--- config.mk ---
export PLATFORM = sky130hd
export DESIGN_NAME = ex_wide_add_seq_flat
export DESIGN_NICKNAME = d
export VERILOG_FILES = /design/src/rtl/ex_wide_add_seq_if.sv /design/src/rtl/ex_wide_add_seq.sv /design/src/flat_wrapper.sv
export SDC_FILE = /design/constraint.sdc
export NUM_CORES = 2
export LEC_CHECK = 0
export ABC_AREA = 1
export BUFFER_PORTS_ARGS = -buffer_cell sky130_fd_sc_hd__buf_2
export CORE_AREA = 3 3 300 421
export DETAILED_ROUTE_END_ITERATION = 10
export DIE_AREA = 0 0 303 424
export SYNTH_ARGS = -nofsm -noshare
export SYNTH_HDL_FRONTEND = slang
export SYNTH_SLANG_ARGS = --single-unit
--- constraint.sdc ---
create_clock -name clock -period 2.8 [get_ports clock]
set_clock_uncertainty 0.1 [all_clocks]
set_input_delay 0.56 -clock clock [delete_from_list [all_inputs] [get_ports clock]]
set_output_delay 0.56 -clock clock [all_outputs]
set_load 0.01 [all_outputs]
--- src/rtl/ex_wide_add_seq_if.sv ---
`default_nettype none
// ---------------------------------------------------------------------------
// ex_wide_add_seq_if : request/result handshake bundle for ex_wide_add_seq
// Revision: 1.0
// ---------------------------------------------------------------------------
interface ex_wide_add_seq_if #(
   parameter int W = 180
);
   logic         reqValid;
   logic         reqReady;
   logic [1:0]   reqOp;
   logic [W-1:0] reqA;
   logic [W-1:0] reqB;
   logic         reqCin;
   logic         resValid;
   logic         resReady;
   logic [W-1:0] resVal;
   logic         resCarry;

   modport master (
      output reqValid, reqOp, reqA, reqB, reqCin, resReady,
      input  reqReady, resValid, resVal, resCarry
   );

   modport slave (
      input  reqValid, reqOp, reqA, reqB, reqCin, resReady,
      output reqReady, resValid, resVal, resCarry
   );
endinterface
`default_nettype wire

--- src/rtl/ex_wide_add_seq.sv ---
`default_nettype none
// ---------------------------------------------------------------------------
// ex_wide_add_seq : wide ADD/SUB/RSB/ADC by looping one 90-bit adder over slices
// Revision: 1.0
// ---------------------------------------------------------------------------
module ex_wide_add_seq #(
   parameter int PASSES = 2
) (
   input  wire logic         clock,
   input  wire logic         reset,
   ex_wide_add_seq_if.slave  bus
);
   localparam int SW = 90;
   localparam int W  = SW * PASSES;
   localparam int KW = (PASSES > 1) ? $clog2(PASSES) : 1;
   localparam logic [KW-1:0] K_LAST = KW'(PASSES - 1);

   localparam logic [1:0] OP_ADD = 2'b00;
   localparam logic [1:0] OP_SUB = 2'b01;
   localparam logic [1:0] OP_RSB = 2'b10;
   localparam logic [1:0] OP_ADC = 2'b11;

   typedef enum logic [1:0] {
      IDLE = 2'd0,
      RUN  = 2'd1,
      DONE = 2'd2
   } state_t;

   state_t        state;
   logic [W-1:0]  a_sh;
   logic [W-1:0]  b_sh;
   logic [1:0]    op;
   logic          carry;
   logic [KW-1:0] k;
   logic          res_valid;
   logic [W-1:0]  res_val;
   logic          res_carry;

   logic          req_fire;
   logic          b_inv;
   logic [SW:0]   sum0;
   logic [SW:0]   sum1;
   logic [SW:0]   sum;
   logic [SW-1:0] slice;
   logic [W-1:0]  res_next;

   assign bus.reqReady = (state == IDLE) && !reset;
   assign bus.resValid = res_valid;
   assign bus.resVal   = res_val;
   assign bus.resCarry = res_carry;

   assign req_fire = bus.reqValid && bus.reqReady;
   assign b_inv    = (bus.reqOp == OP_SUB) || (bus.reqOp == OP_RSB);

   // Carry-select: both carry-in outcomes are formed, the carry register picks one.
   assign sum0  = {1'b0, a_sh[SW-1:0]} + {1'b0, b_sh[SW-1:0]};
   assign sum1  = sum0 + (SW+1)'(1);
   assign sum   = carry ? sum1 : sum0;
   assign slice = (op == OP_RSB) ? ~sum[SW-1:0] : sum[SW-1:0];

   // Earlier slices wait in res_sh; the final pass writes the full word at once.
   if (PASSES == 1) begin : g_one_pass
      assign res_next = slice;
   end else begin : g_multi_pass
      logic [W-SW-1:0] res_sh;
      logic [W-1:0]    res_cat;

      assign res_cat  = {slice, res_sh};
      assign res_next = res_cat;

      always_ff @(posedge clock) begin
         if (reset) begin
            res_sh <= '0;
         end else if (state == RUN) begin
            res_sh <= res_cat[W-1:SW];
         end
      end
   end

   always_ff @(posedge clock) begin
      if (reset) begin
         state     <= IDLE;
         a_sh      <= '0;
         b_sh      <= '0;
         op        <= OP_ADD;
         carry     <= 1'b0;
         k         <= '0;
         res_valid <= 1'b0;
         res_val   <= '0;
         res_carry <= 1'b0;
      end else begin
         case (state)
            IDLE: begin
               if (req_fire) begin
                  a_sh  <= bus.reqA;
                  b_sh  <= b_inv ? ~bus.reqB : bus.reqB;
                  op    <= bus.reqOp;
                  carry <= (bus.reqOp == OP_SUB) || ((bus.reqOp == OP_ADC) && bus.reqCin);
                  k     <= '0;
                  state <= RUN;
               end
            end
            RUN: begin
               a_sh  <= a_sh >> SW;
               b_sh  <= b_sh >> SW;
               // True-sum carry chains for every op, RSB included.
               carry <= sum[SW];
               if (k == K_LAST) begin
                  k         <= '0;
                  state     <= DONE;
                  res_valid <= 1'b1;
                  res_val   <= res_next;
                  res_carry <= sum[SW];
               end else begin
                  k <= k + KW'(1);
               end
            end
            DONE: begin
               if (bus.resReady) begin
                  res_valid <= 1'b0;
                  state     <= IDLE;
               end
            end
            default: state <= IDLE;
         endcase
      end
   end
endmodule
`default_nettype wire
--- src/flat_wrapper.sv ---
// flat-port wrapper written by rule: the top's interface ports become plain ports
module ex_wide_add_seq_flat 
#(
   parameter int PASSES = 2
)
  (clock, reset, bus_reqValid, bus_reqOp, bus_reqA, bus_reqB, bus_reqCin, bus_resReady, bus_reqReady, bus_resValid, bus_resVal, bus_resCarry);
  ex_wide_add_seq_if bus_i ();
  input  wire logic clock;
  input  wire logic reset;
  input wire logic [$bits(bus_i.reqValid)-1:0] bus_reqValid;
  input wire logic [$bits(bus_i.reqOp)-1:0] bus_reqOp;
  input wire logic [$bits(bus_i.reqA)-1:0] bus_reqA;
  input wire logic [$bits(bus_i.reqB)-1:0] bus_reqB;
  input wire logic [$bits(bus_i.reqCin)-1:0] bus_reqCin;
  input wire logic [$bits(bus_i.resReady)-1:0] bus_resReady;
  output wire logic [$bits(bus_i.reqReady)-1:0] bus_reqReady;
  output wire logic [$bits(bus_i.resValid)-1:0] bus_resValid;
  output wire logic [$bits(bus_i.resVal)-1:0] bus_resVal;
  output wire logic [$bits(bus_i.resCarry)-1:0] bus_resCarry;
  assign bus_i.reqValid = bus_reqValid;
  assign bus_i.reqOp = bus_reqOp;
  assign bus_i.reqA = bus_reqA;
  assign bus_i.reqB = bus_reqB;
  assign bus_i.reqCin = bus_reqCin;
  assign bus_i.resReady = bus_resReady;
  assign bus_reqReady = bus_i.reqReady;
  assign bus_resValid = bus_i.resValid;
  assign bus_resVal = bus_i.resVal;
  assign bus_resCarry = bus_i.resCarry;
  ex_wide_add_seq #(.PASSES(PASSES)) u_core (.clock(clock), .reset(reset), .bus(bus_i));
endmodule
==> metrics <==
status finished, violations left; failing checks setup timing; Rel. slew slack 0.287; Synth Register Bits 638; largest family of logic cells by synthesized area simple AND/OR/NAND/NOR gates; period utilisation layout 1.27; Cells after Synth 5594; dominant synthesized flop cell dfxtp_1; CP delay by family, top simple AND/OR/NAND/NOR gates; Cell Rows 152; startpoint types flop; commonest non-fill, non-tap cell in the layout nand2_1; number of global-route vias before repair 39600; Synth-to-Final Area Change 50.1%; dpl ws -1.31 ns; global route overflow 0; Power Density 574 nW/um2; Overall Global Routing Usage 0.234; antenna cells 0; Hold Fails Final Rpt 0; routability cong. 0.957; Residual DRC 0; CP Class reg2reg; Initial Utilization 0.300; worst-path fanout max 3; WP data required 3.24 ns; EDFF count, synth 0; simple-gate share of the synthesized area 0.290; Post-DP HPWL 123000 um; # clock sinks 638; worst min path class in2reg; RSZ-0062 raised after global routing yes; Die Y 424 um; drt pass-1 iters 6; CTS root buffer clkbuf_16; FFs w/ async S/R, synth 0; final setup vio count 166; worst-margin pin slew 1.07 ns; post-synthesis mux area share 0; buffers plus inverters on the worst setup path 4; Total Routed Length 157000 um; CP max stage cell fa_2; fin nets 7296; H-tree depth 3; DRT antenna net count 0; peak supply drop 435 uV; fraction of the mapped netlist area in compound gates 0.152; vias per cell 4.80; die extent in x 303 um; net count after synthesis 6055; vias 40800; Inserted Clock Buffers 67; Netlist cell types 44; delay of the slowest cell on the worst path 0.38 ns; clk slew on worst S/H paths 0.07 ns; worst setup margin -0.748 ns; # fillers 12600; clk_lat worst skew 0.67 ns; most used cell, CP nand2_2; Tot Pwr 31.7 mW; port bufs 549; Seq/Total Area, Yosys 0.347; max-cap violation count 0; IO Pins 550; initial antenna violation count 5; Post-Syn Area 36800 um2; TritonCTS clock tree yes; adder-cell area share of the yosys netlist 0.0322; routed length per instance 18.5 um; area of the multi-input gates 25500 um2; largest net degree at the start of global routing 128; crit-path cells ha_4, inv_2, fa_2, inv_4, nand2_2, nand2_2, nand3_4, nand2_4, nand2_2, nand2_4, xor2_4, nand2_2, nor2_4, nand3_4, nor2_4, nand4_1, buf_6, nor4_4, xor2_2, buf_4, o21ai_2; max-slew violations 0; CP Data Arrival Time 3.98 ns; post-layout util 0.450; Worst Setup End Kind flop; commonest cells after routing, fill and taps aside nand2_1 (1404), buf_4 (753), inv_1 (559), buf_2 (549), dfxtp_1 (532); Initial DRC Count 2674; Storage cell area 12900 um2; die area 128000 um2; Core ar. 123000 um2; setup_tns -86.21 ns; post-synthesis average cell area 6.57 um2; XOR/XNOR Fraction of Synth Area 0.0880; post-route minimum period 3.55 ns; first-pass GRT wire length 232000 um; share of cells above drive strength 1 0.373; Max clock buf depth 3; Leak Pwr 25.3 nW; Warnings, synthesis 0; Peak Freq 282 MHz
## tightest hold or removal path: cells and delay by family
kind,cells,cell delay [ns]
buf+inv,1,0.10
simple gates,1,0.06
compound gates,1,0.05
## Yosys cell counts, types with 15 or more instances
library cell,instances,area (um2)
nand2_1,1699,6380
dfxtp_1,638,12800
inv_1,613,2300
nor2_1,535,2010
o21ai_0,369,1850
a21oi_1,334,1670
clkbuf_1,246,923
xor2_1,222,1940
nand3_1,180,901
xnor2_1,129,1130
a31oi_1,113,707
ha_1,93,1160
nand4_1,46,288
nor3_1,40,200
o211ai_1,38,285
nand3b_1,32,240
a22oi_1,30,225
o21bai_1,29,218
nor2_2,27,169
a211oi_1,26,195
o221ai_1,22,193
nand2_2,19,119
o21ai_1,15,75.1
## power by group
| group | total (mW) | internal, mW | switching [mW] |
|---|---|---|---|
| logic | 11.7 | 5.04 | 6.64 |
| registers | 10.7 | 10.0 | 0.736 |
| clock network | 9.27 | 5.30 | 3.98 |
| total | 31.7 | 20.4 | 11.4 |
## layer usage
metal | up-vias | GRT usage | share of wire | wire, um
met5 | - | 0 | 0.00017 | 27
met1 | 19000 | 0.294 | 0.43 | 66900
met3 | 311 | 0.0230 | 0.041 | 6510
li1 | 20300 | - | - | -
met2 | 1173 | 0.401 | 0.48 | 75800
met4 | 4 | 0.109 | 0.051 | 8070
## cells by family (layout without fill, tap and decap cells)
kind of cell    after synthesis  count (layout)
compound gates              997             997
xor+xnor                    361             361
fa+ha+maj                    94              94
buf+inv                     884            2177
flops                       638             638
simple gates               2620            2620
## state kept, by name, summed over array words and instances (netlist names)
register	count
u_core.a_sh	180
u_core.k	1
u_core.g_multi_pass.res_sh	90
u_core.bus.resCarry	1
u_core.b_sh	180
u_core.op	2
u_core.state	2
u_core.carry	1
u_core.bus.resValid	1
u_core.bus.resVal	180
## through the flow
| stage | area (um2) | hold slack [ns] | cells |
|---|---|---|---|
| after CTS | 52200 | 0.000161 | 8459 |
| after floorplan | 36900 | 0.327 | 5594 |
| final | 55200 | 0.0533 | 8504 |
| after global placement | 46900 | 0.340 | 8276 |
| after global routing | 55200 | 0.0321 | 8504 |
| after detailed placement | 46900 | 0.345 | 8276 |
## what timing repair did
item                                    CTS  global route
hold buffers                             30             0
pin swaps                               122           207
endpoints found under the setup margin  166           171
buffers inserted                         33            65
resized for setup                       561           737
hold endpoints to repair                 30             0
## area by class of cell
class	count	area share
clock inverter	31	0.00591
multi-input combinational	4072	0.463
inverter	628	0.0434
timing repair buffer	1428	0.182
sequential	638	0.234
tap	1617	0.0366
clock buffer	90	0.0351
## final timing paths
| kind | from | to | slack, ns | cells after the start |
|---|---|---|---|---|
| setup / recovery | u_core.b_sh[0] | u_core.g_multi_pass.res_sh[43] | -0.75 | 21 |
| hold / removal | bus_reqA[99] | u_core.a_sh[99] | 0.05 | 3 |
| setup reg to reg | u_core.b_sh[0] | u_core.g_multi_pass.res_sh[43] | -0.75 | 21 |
| hold reg to reg | u_core.g_multi_pass.res_sh[13] | u_core.g_multi_pass.res_sh[13] | 0.35 | 2 |
No activity file was read; power rests on OpenSTA's default activity.
